--- config.mk ---
export PLATFORM = sky130hd
export DESIGN_NAME = iob_split_reg
export DESIGN_NICKNAME = d
export VERILOG_FILES = /design/src/rtl/iob_split_reg_pkg.sv /design/src/rtl/iob_split_dec.sv /design/src/rtl/iob_split_reg.sv
export SDC_FILE = /design/constraint.sdc
export NUM_CORES = 1
export LEC_CHECK = 0
export ABC_CLOCK_PERIOD_IN_PS = 1480
export CAP_MARGIN = 30
export CORE_AREA = 2 2 125 127
export CTS_CLUSTER_DIAMETER = 80
export DETAILED_ROUTE_END_ITERATION = 16
export DIE_AREA = 0 0 127 129
export HOLD_SLACK_MARGIN = 0.03
export PLACE_DENSITY = 0.74
export SLEW_MARGIN = 20
export SYNTH_ARGS = -nofsm -noshare
export SYNTH_HDL_FRONTEND = slang
export SYNTH_SLANG_ARGS = --single-unit
--- constraint.sdc ---
create_clock -name clk -period 1.48 [get_ports clk]
set_input_delay 0.296 -clock clk [delete_from_list [all_inputs] [get_ports clk]]
set_output_delay 0.296 -clock clk [all_outputs]
set_load 0.05 [all_outputs]
--- src/rtl/iob_split_reg_pkg.sv ---
// iob_split_reg_pkg
//  Shared definitions for the IOb splitter: FSM state encodings, the default
//  error-response data word, the error-counter width and a saturating
//  increment helper.
//  Optional feature macro used by the top: IOB_SPLIT_TIMEOUT_EN.
package iob_split_reg_pkg;

    localparam int          ERR_CNT_W    = 16;
    localparam logic [31:0] ERR_DATA_DEF = 32'hDEADBEEF;

    typedef enum logic [1:0] {
        ST_IDLE = 2'd0,
        ST_BUSY = 2'd1,
        ST_ERR  = 2'd2
    } state_e;

    // The counter holds at all-ones instead of wrapping back to zero.
    function automatic logic [ERR_CNT_W-1:0] sat_inc(input logic [ERR_CNT_W-1:0] v);
        return (v == '1) ? v : v + ERR_CNT_W'(1);
    endfunction

endpackage

--- src/rtl/iob_split_dec.sv ---
// iob_split_dec
//  Combinational slave decode: extracts the select field
//  addr[SEL_MSB -: SEL_W] and flags whether it names an existing slave.
// Ports
//  addr    in   ADDR_W   master byte address
//  sel     out  SEL_W    raw select field
//  mapped  out  1        sel < N_SLAVES
module iob_split_dec
    import iob_split_reg_pkg::*;
#(
    parameter int N_SLAVES = 4,
    parameter int ADDR_W   = 32,
    parameter int SEL_MSB  = ADDR_W - 2,
    parameter int SEL_W    = (N_SLAVES > 1) ? $clog2(N_SLAVES) : 1
) (
    input  logic [ADDR_W-1:0] addr,
    output logic [SEL_W-1:0]  sel,
    output logic              mapped
);

    // Only the select field matters here; the rest of the address is
    // consumed by the slaves through the registered s_addr.
    logic unused_addr;

    assign sel         = addr[SEL_MSB -: SEL_W];
    assign mapped      = (32'(sel) < 32'(N_SLAVES));
    assign unused_addr = ^addr;

endmodule

--- src/rtl/iob_split_reg.sv ---
// iob_split_reg
//  N-way IOb native-bus splitter. A master request is registered in IDLE,
//  the address select field picks one slave, and that slave's response is
//  routed straight back to the master in the cycle it arrives. Selects that
//  name no slave produce a one-cycle error response (ERR_DATA, err pulse)
//  and bump a saturating error counter.
//  Optional feature: define IOB_SPLIT_TIMEOUT_EN to abort a BUSY access
//  that sees no s_ready within TIMEOUT cycles (turned into an error
//  response). Without it BUSY waits indefinitely.
// Ports
//  clk, rst              clock (rising), async active-low reset
//  m_valid/addr/wdata/wstrb   master request (wstrb 0 = read)
//  m_rdata, m_ready      master response; m_rdata is 0 while m_ready=0
//  s_valid               one-hot slave request
//  s_addr/wdata/wstrb    registered request, shared by all slaves
//  s_rdata, s_ready      per-slave response data / pulse
//  err, err_cnt          error pulse and saturating error count
module iob_split_reg
    import iob_split_reg_pkg::*;
#(
    parameter int                 N_SLAVES = 4,
    parameter int                 ADDR_W   = 32,
    parameter int                 DATA_W   = 32,
    parameter int                 SEL_MSB  = ADDR_W - 2,
    parameter int                 SEL_W    = (N_SLAVES > 1) ? $clog2(N_SLAVES) : 1,
    parameter logic [DATA_W-1:0]  ERR_DATA = DATA_W'(ERR_DATA_DEF),
    parameter int                 TIMEOUT  = 256
) (
    input  logic                         clk,
    input  logic                         rst,
    input  logic                         m_valid,
    input  logic [ADDR_W-1:0]            m_addr,
    input  logic [DATA_W-1:0]            m_wdata,
    input  logic [DATA_W/8-1:0]          m_wstrb,
    output logic [DATA_W-1:0]            m_rdata,
    output logic                         m_ready,
    output logic [N_SLAVES-1:0]          s_valid,
    output logic [ADDR_W-1:0]            s_addr,
    output logic [DATA_W-1:0]            s_wdata,
    output logic [DATA_W/8-1:0]          s_wstrb,
    input  logic [N_SLAVES*DATA_W-1:0]   s_rdata,
    input  logic [N_SLAVES-1:0]          s_ready,
    output logic                         err,
    output logic [ERR_CNT_W-1:0]         err_cnt
);

    state_e                 state_q, state_d;
    logic [SEL_W-1:0]       sel_q, sel_d;
    logic [N_SLAVES-1:0]    s_valid_q, s_valid_d;
    logic [ADDR_W-1:0]      s_addr_q, s_addr_d;
    logic [DATA_W-1:0]      s_wdata_q, s_wdata_d;
    logic [DATA_W/8-1:0]    s_wstrb_q, s_wstrb_d;
    logic [ERR_CNT_W-1:0]   err_cnt_q, err_cnt_d;

`ifdef IOB_SPLIT_TIMEOUT_EN
    localparam int TO_W = (TIMEOUT > 1) ? $clog2(TIMEOUT) : 1;
    logic [TO_W-1:0]        to_cnt_q, to_cnt_d;
`endif

    logic [SEL_W-1:0]       dec_sel;
    logic                   dec_mapped;
    logic [N_SLAVES-1:0]    dec_onehot;
    logic                   sel_ready;
    logic [DATA_W-1:0]      sel_rdata;
    logic                   m_ready_c;
    logic [DATA_W-1:0]      m_rdata_c;
    logic                   err_c;

    iob_split_dec #(
        .N_SLAVES (N_SLAVES),
        .ADDR_W   (ADDR_W),
        .SEL_MSB  (SEL_MSB),
        .SEL_W    (SEL_W)
    ) u_dec (
        .addr     (m_addr),
        .sel      (dec_sel),
        .mapped   (dec_mapped)
    );

    // One-hot request vector for the slave being captured this cycle.
    always_comb begin
        dec_onehot = '0;
        for (int i = 0; i < N_SLAVES; i++) begin
            dec_onehot[i] = (dec_sel == SEL_W'(i));
        end
    end

    // Response mux: only the selected slave's ready/data are looked at, so
    // stray s_ready pulses from other slaves never reach the master.
    always_comb begin
        sel_ready = 1'b0;
        sel_rdata = '0;
        for (int i = 0; i < N_SLAVES; i++) begin
            if (sel_q == SEL_W'(i)) begin
                sel_ready = s_ready[i];
                sel_rdata = s_rdata[i*DATA_W +: DATA_W];
            end
        end
    end

    always_comb begin
        state_d   = state_q;
        sel_d     = sel_q;
        s_valid_d = s_valid_q;
        s_addr_d  = s_addr_q;
        s_wdata_d = s_wdata_q;
        s_wstrb_d = s_wstrb_q;
        err_cnt_d = err_cnt_q;
`ifdef IOB_SPLIT_TIMEOUT_EN
        to_cnt_d  = to_cnt_q;
`endif
        m_ready_c = 1'b0;
        m_rdata_c = '0;
        err_c     = 1'b0;

        case (state_q)
            ST_IDLE: begin
                if (m_valid) begin
                    s_addr_d  = m_addr;
                    s_wdata_d = m_wdata;
                    s_wstrb_d = m_wstrb;
                    sel_d     = dec_sel;
                    if (dec_mapped) begin
                        state_d   = ST_BUSY;
                        s_valid_d = dec_onehot;
`ifdef IOB_SPLIT_TIMEOUT_EN
                        to_cnt_d  = '0;
`endif
                    end else begin
                        state_d   = ST_ERR;
                    end
                end
            end

            ST_BUSY: begin
                // Response is passed through in the cycle it arrives.
                if (sel_ready) begin
                    m_ready_c = 1'b1;
                    m_rdata_c = sel_rdata;
                    state_d   = ST_IDLE;
                    s_valid_d = '0;
`ifdef IOB_SPLIT_TIMEOUT_EN
                end else if (to_cnt_q == TO_W'(TIMEOUT - 1)) begin
                    // A ready in this same cycle would have won above.
                    state_d   = ST_ERR;
                    s_valid_d = '0;
                end else begin
                    to_cnt_d  = to_cnt_q + TO_W'(1);
`endif
                end
            end

            ST_ERR: begin
                m_ready_c = 1'b1;
                m_rdata_c = ERR_DATA;
                err_c     = 1'b1;
                err_cnt_d = sat_inc(err_cnt_q);
                state_d   = ST_IDLE;
            end

            default: begin
                state_d   = ST_IDLE;
                s_valid_d = '0;
            end
        endcase
    end

    always_ff @(posedge clk or negedge rst) begin
        if (!rst) begin
            state_q   <= ST_IDLE;
            sel_q     <= '0;
            s_valid_q <= '0;
            s_addr_q  <= '0;
            s_wdata_q <= '0;
            s_wstrb_q <= '0;
            err_cnt_q <= '0;
`ifdef IOB_SPLIT_TIMEOUT_EN
            to_cnt_q  <= '0;
`endif
        end else begin
            state_q   <= state_d;
            sel_q     <= sel_d;
            s_valid_q <= s_valid_d;
            s_addr_q  <= s_addr_d;
            s_wdata_q <= s_wdata_d;
            s_wstrb_q <= s_wstrb_d;
            err_cnt_q <= err_cnt_d;
`ifdef IOB_SPLIT_TIMEOUT_EN
            to_cnt_q  <= to_cnt_d;
`endif
        end
    end

    assign s_valid = s_valid_q;
    assign s_addr  = s_addr_q;
    assign s_wdata = s_wdata_q;
    assign s_wstrb = s_wstrb_q;
    assign err_cnt = err_cnt_q;
    assign m_ready = m_ready_c;
    assign m_rdata = m_rdata_c;
    assign err     = err_c;

endmodule

-- Word-level counts from Yosys, hierarchy flattened
Index checks and enable logic that the tools add are counted.
Widths: inputs -> output; s select.
- bitwise operators: 2
- reductions and logical operators: 7
- muxes and demuxes: 19
- equal/unequal tests: 11
- add/sub/neg operators: 1
- operator list (operator ; count):
    $mux 32 ; 5
    $pmux 32 s2 ; 1
    $add 16x1->16 const B ; 1
    $eq 16x16->1 const B ; 1
    $pmux 4 s3 ; 1
    $eq 2x2->1 const B ; 5
    $mux 4 ; 2
    $eq 2x1->1 const B ; 3
    $logic_not 2->1 ; 3
    $mux 1 ; 6
    $reduce_and 2->1 ; 3
    $mux 2 ; 2
    $ne 2x2->1 const B ; 2
    $pmux 2 s2 ; 1
    $reduce_and 3->1 ; 1
    $not 1->1 ; 2
    $pmux 1 s2 ; 1
- input port bits: 203
- output and inout bits: 122
- bits in registers: 92
- word-level logic and storage cells: 47

-- Longest topological paths before layout
- depth in word-level cells: 7
- mapped depth: 6
- depth with buffers taken out: 3

-- Modules after synthesis
Synthesis repeated with hierarchy kept, for this count alone.
- cell total of the unflattened synthesis: 355
- area, all modules: 4767.1 um^2
- modules (own cells, without submodules) (module ; cells an instance ; seq. area each (um^2) ; instances ; area an instance (um^2)):
    iob_split_reg ; 351 ; 2302.2 ; 1 ; 4740.8
    iob_split_dec ; 4 ; 0.0 ; 1 ; 26.3

-- Worst setup path before layout
Ideal clock, no wire load.
- kind: register to output
- start: reg, netlist name s_addr[30]
- end: out m_rdata[13]
- cell stages (with the launch flop): 7
- setup slack: -0.703 ns
- data required time: 1.184 ns
- arrival: 1.887 ns
- cell sequence: dfrtp_1 > clkbuf_1 > nand2b_1 > o22ai_2 > buf_4 > buf_6 > and2_1
- RTL lines (item ; RTL line ; source):
    end: declaration ; iob_split_reg.sv:35 ; output logic [DATA_W-1:0] m_rdata,

-- Worst setup path in the final report
- start: reg sel_q[0]
- end: out m_rdata[19]
- cells in the longest elaborated chain, start to end: 7
- elaborated cells between the ends (all ways): 14
- those cells by class: eq/ne: 3; mux: 10; reduce/logical: 1
- RTL lines (item ; RTL line ; source):
    start: declaration ; iob_split_reg.sv:48 ; logic [SEL_W-1:0] sel_q, sel_d;
    start signal: assignment ; iob_split_reg.sv:182 ; sel_q <= sel_d;
    $logic_not 2->1 ; iob_split_reg.sv:94 ; if (sel_q == SEL_W'(i)) begin
    $mux 32 / $mux 1 (equally long branches) (4 in series) ; iob_split_reg.sv:94 ;
    $mux 32 * ; iob_split_reg.sv:137 ; if (sel_ready) begin
    $pmux 32 s2 * ; iob_split_reg.sv:116 ; case (state_q)
Mark *: on every way between the ends. The rest lies on a longest branch, timed or not.

==> results.md <==
- Initial DRT Pass Iterations: 4
- YS warnings: 0
- Final std cells w/o fill: 927
- Clock-pin slew on the worst setup and hold paths: 60 ps
- Final WL: 15.6 mm
- Rows: 45
- Gate power share: 71.4%
- Chip height: 129 µm
- Power share of the clock group: 10.9%
- Clk_lat worst skew: 330 ps
- Switching share of power: 43.3%
- Most frequent cells in the layout: 205 x nand2_1, 201 x clkdlybuf4s50_1, 116 x buf_12
- VDD IR-drop max: 1.24 mV
- Most common cell after layout, fill and taps aside: nand2_1
- # setup viols final: 38
- Initial antenna violation count: 6
- P&R area growth vs syn: 128%
- Core Box Area: 15000 µm²
- Htree depth: 3
- Fmax: 463 MHz
- RR Startpoint: sel_q[0]
- Design Area, Final: 9040 µm²
- Crit path kind: reg2out
- Antenna viol nets, final: 0
- Leakage: 4.06 nW
- Slowest CP cell: dfrtp_2
- Area post-placement: 8500 µm²
- Via density: 4.40
- Mapped cell area: 3960 µm²
- DR vias: 4077
- Outcome: complete, but fails checks
- CP max stage delay: 430 ps
- Initial Util: 26.4%
- IO Count: 325
- Worst Setup End Kind: output port
- Worst Hold Class: in2reg
- WP data arrival: 1860 ps
- Cell-internal power: 0.0127 W
- Final hold violations: 0
- Synth unique cells: 20
- Placed cell count: 896
- DP Wirelength: 12.5 mm
- Worst Path Required: 1180 ps
- Layout cells sized above 1: 31.4%
- First-pass GRT wire length: 23.7 mm
- TritonCTS buffer count: 9
- Crit start category: register
- Seq/Total Area, Yosys: 46.1%
- CP dominant cell by count: buf_12
- Layout Nets: 931
- DRC errors left: 0
- Largest net degree at the start of global routing: 74
- Seq cells post-synth: 73
- CTS max path bufs: 2
- Placer Congestion: 0.910
- First DRT Iteration DRCs: 145
- Delay-heaviest family, CP: buffers and inverters
- Worst Setup SP: sel_q[0]
- Final setup margin: -679 ps
- Grt ovf: 0
- CTS tree: done
- CP Cell Sequence: buf_12 -> mux2i_4 -> o22ai_4 -> buf_6 -> buf_16 -> and2_4 -> buf_12
- Critical path fanouts, max: 16
- CP Buf/Inv Count: 4
- Chip width: 127 µm
- Hold_sp: m_wdata[18]
- Psw: 0.00970 W
- Final Max Slew Viols: 0
- Synth Area per Inst: 9.80 µm²
- Seq pwr share: 17.7%
- Minimum clock period after layout: 2160 ps
- Failing checks: negative setup slack
- CTS Sinks: 73
- Period utilization: 146%
- Die Footprint: 16400 µm²
- P per Cell Area: 2480 nW/µm²
- Tot GR Track Use: 19.0%
- RSZ-0062 raised after global routing: true
- WL/cell: 16.8 µm
- # Max-Cap Violations: 0
- Port Buf Inserts: 307
- Root buf cell: clkbuf_16
- Clock Skews: 4.27 ps
- Cell count after synthesis: 404
- Vias in the first global route: 4305
[layout make-up]
type | instances | area (µm²)
Antenna cell | 6 | 15.0
Clock buffer | 12 | 267
Clock inverter | 4 | 73.8
Fill cell | 1205 | 5940
Inverter | 2 | 7.51
Multi-Input combinational cell | 300 | 2010
Sequential cell | 73 | 1830
Tap cell | 188 | 235
Timing Repair Buffer | 342 | 4600
[worst paths after layout]
kind	slack (ps)	end	cells after the start
max in group asynchronous	610	sel_q[0]	3
max	-680	m_rdata[19]	7
min	490	s_wdata[18]	3
min reg2reg	530	s_wdata[25]	2
min in group asynchronous	550	s_addr[11]	3
max reg2reg	-160	s_valid[2]	8
[per-layer routing]
metal | global-route usage [%] | part of all wire (%)
met1 | 20.9 | 36
met2 | 33.1 | 53
met5 | 0 | 0
met3 | 5.95 | 7.5
met4 | 9.70 | 3.4
[Yosys cell counts]
cell	number	area (µm²)
nand2b_1	2	12.5
clkbuf_1	9	33.8
buf_6	2	22.5
conb_1	1	3.75
buf_1	2	7.51
buf_12	3	60.1
buf_4	19	143
nand2_1	205	769
mux4_1	3	78.8
o32ai_1	4	35.0
o22ai_2	1	12.5
dfrtp_1	73	1830
and2_1	32	200
o21ai_0	2	10.0
nor2_1	2	7.51
buf_2	10	50.1
mux2i_1	2	20.0
inv_1	2	7.51
nor2b_1	1	6.26
mux4_2	29	653
[registers in the layout (all words and copies together) (netlist names)]
register / cells
s_wstrb: 4
s_valid: 4
s_addr: 31
s_wdata: 32
state_q: 1
sel_q: 1
[power groups by stage]
stage	registers, W	clock network [W]	logic, W
final	0.00397	0.00244	0.0160
after global routing	0.00408	0.00261	0.0167
after CTS	0.00398	0.00252	0.0161
after detailed placement	0.00401	0	0.0156
after global placement	0.00395	0	0.0154
after floorplan	0.00668	0	0.00505
[what timing repair did]
action / 4_1_cts / 5_1_grt
pin swaps: 5 / 0
buffers inserted: 6 / 0
gates cloned: 2 / 0
gates resized for setup: 21 / 1
setup endpoints to repair: 38 / 39
hold endpoints to repair: 73 / 0
hold buffers: 1 / 0
[cells by family (layout without fill, tap and decap cells)]
kind of cell / count (synthesis) / count (layout) / synth area share (%)
other: 1 / 23 / 0.0947
multiplexers: 34 / 34 / 19.0
flip-flops: 73 / 73 / 46.1
AO/OA/AOI/OAI: 7 / 7 / 1.45
AND/OR/NAND/NOR: 242 / 242 / 25.2
buffers and inverters: 47 / 360 / 8.18
[per-stage QoR]
stage	setup TNS (ps)	util [%]	hold slack (ps)	setup WS [ps]	power (W)
after floorplan	-11840	-	0.409	-371	0.0117
after global placement	-13760	56.8	361	-380	0.0194
after detailed placement	-17040	56.8	365	-448	0.0196
after CTS	-23190	60.2	470	-694	0.0226
after global routing	-25060	60.4	477	-741	0.0234
final	-22680	60.4	488	-679	0.0224
[worst register-to-register path: stages (launching register included)]
cell,delay [ps]
dfrtp_2,430
buf_12,160
mux2i_4,200
o22ai_4,170
buf_6,150
buf_16,140
buf_6,100
buf_6,110
o32ai_2,60
Power figures use the tool's default switching activity.
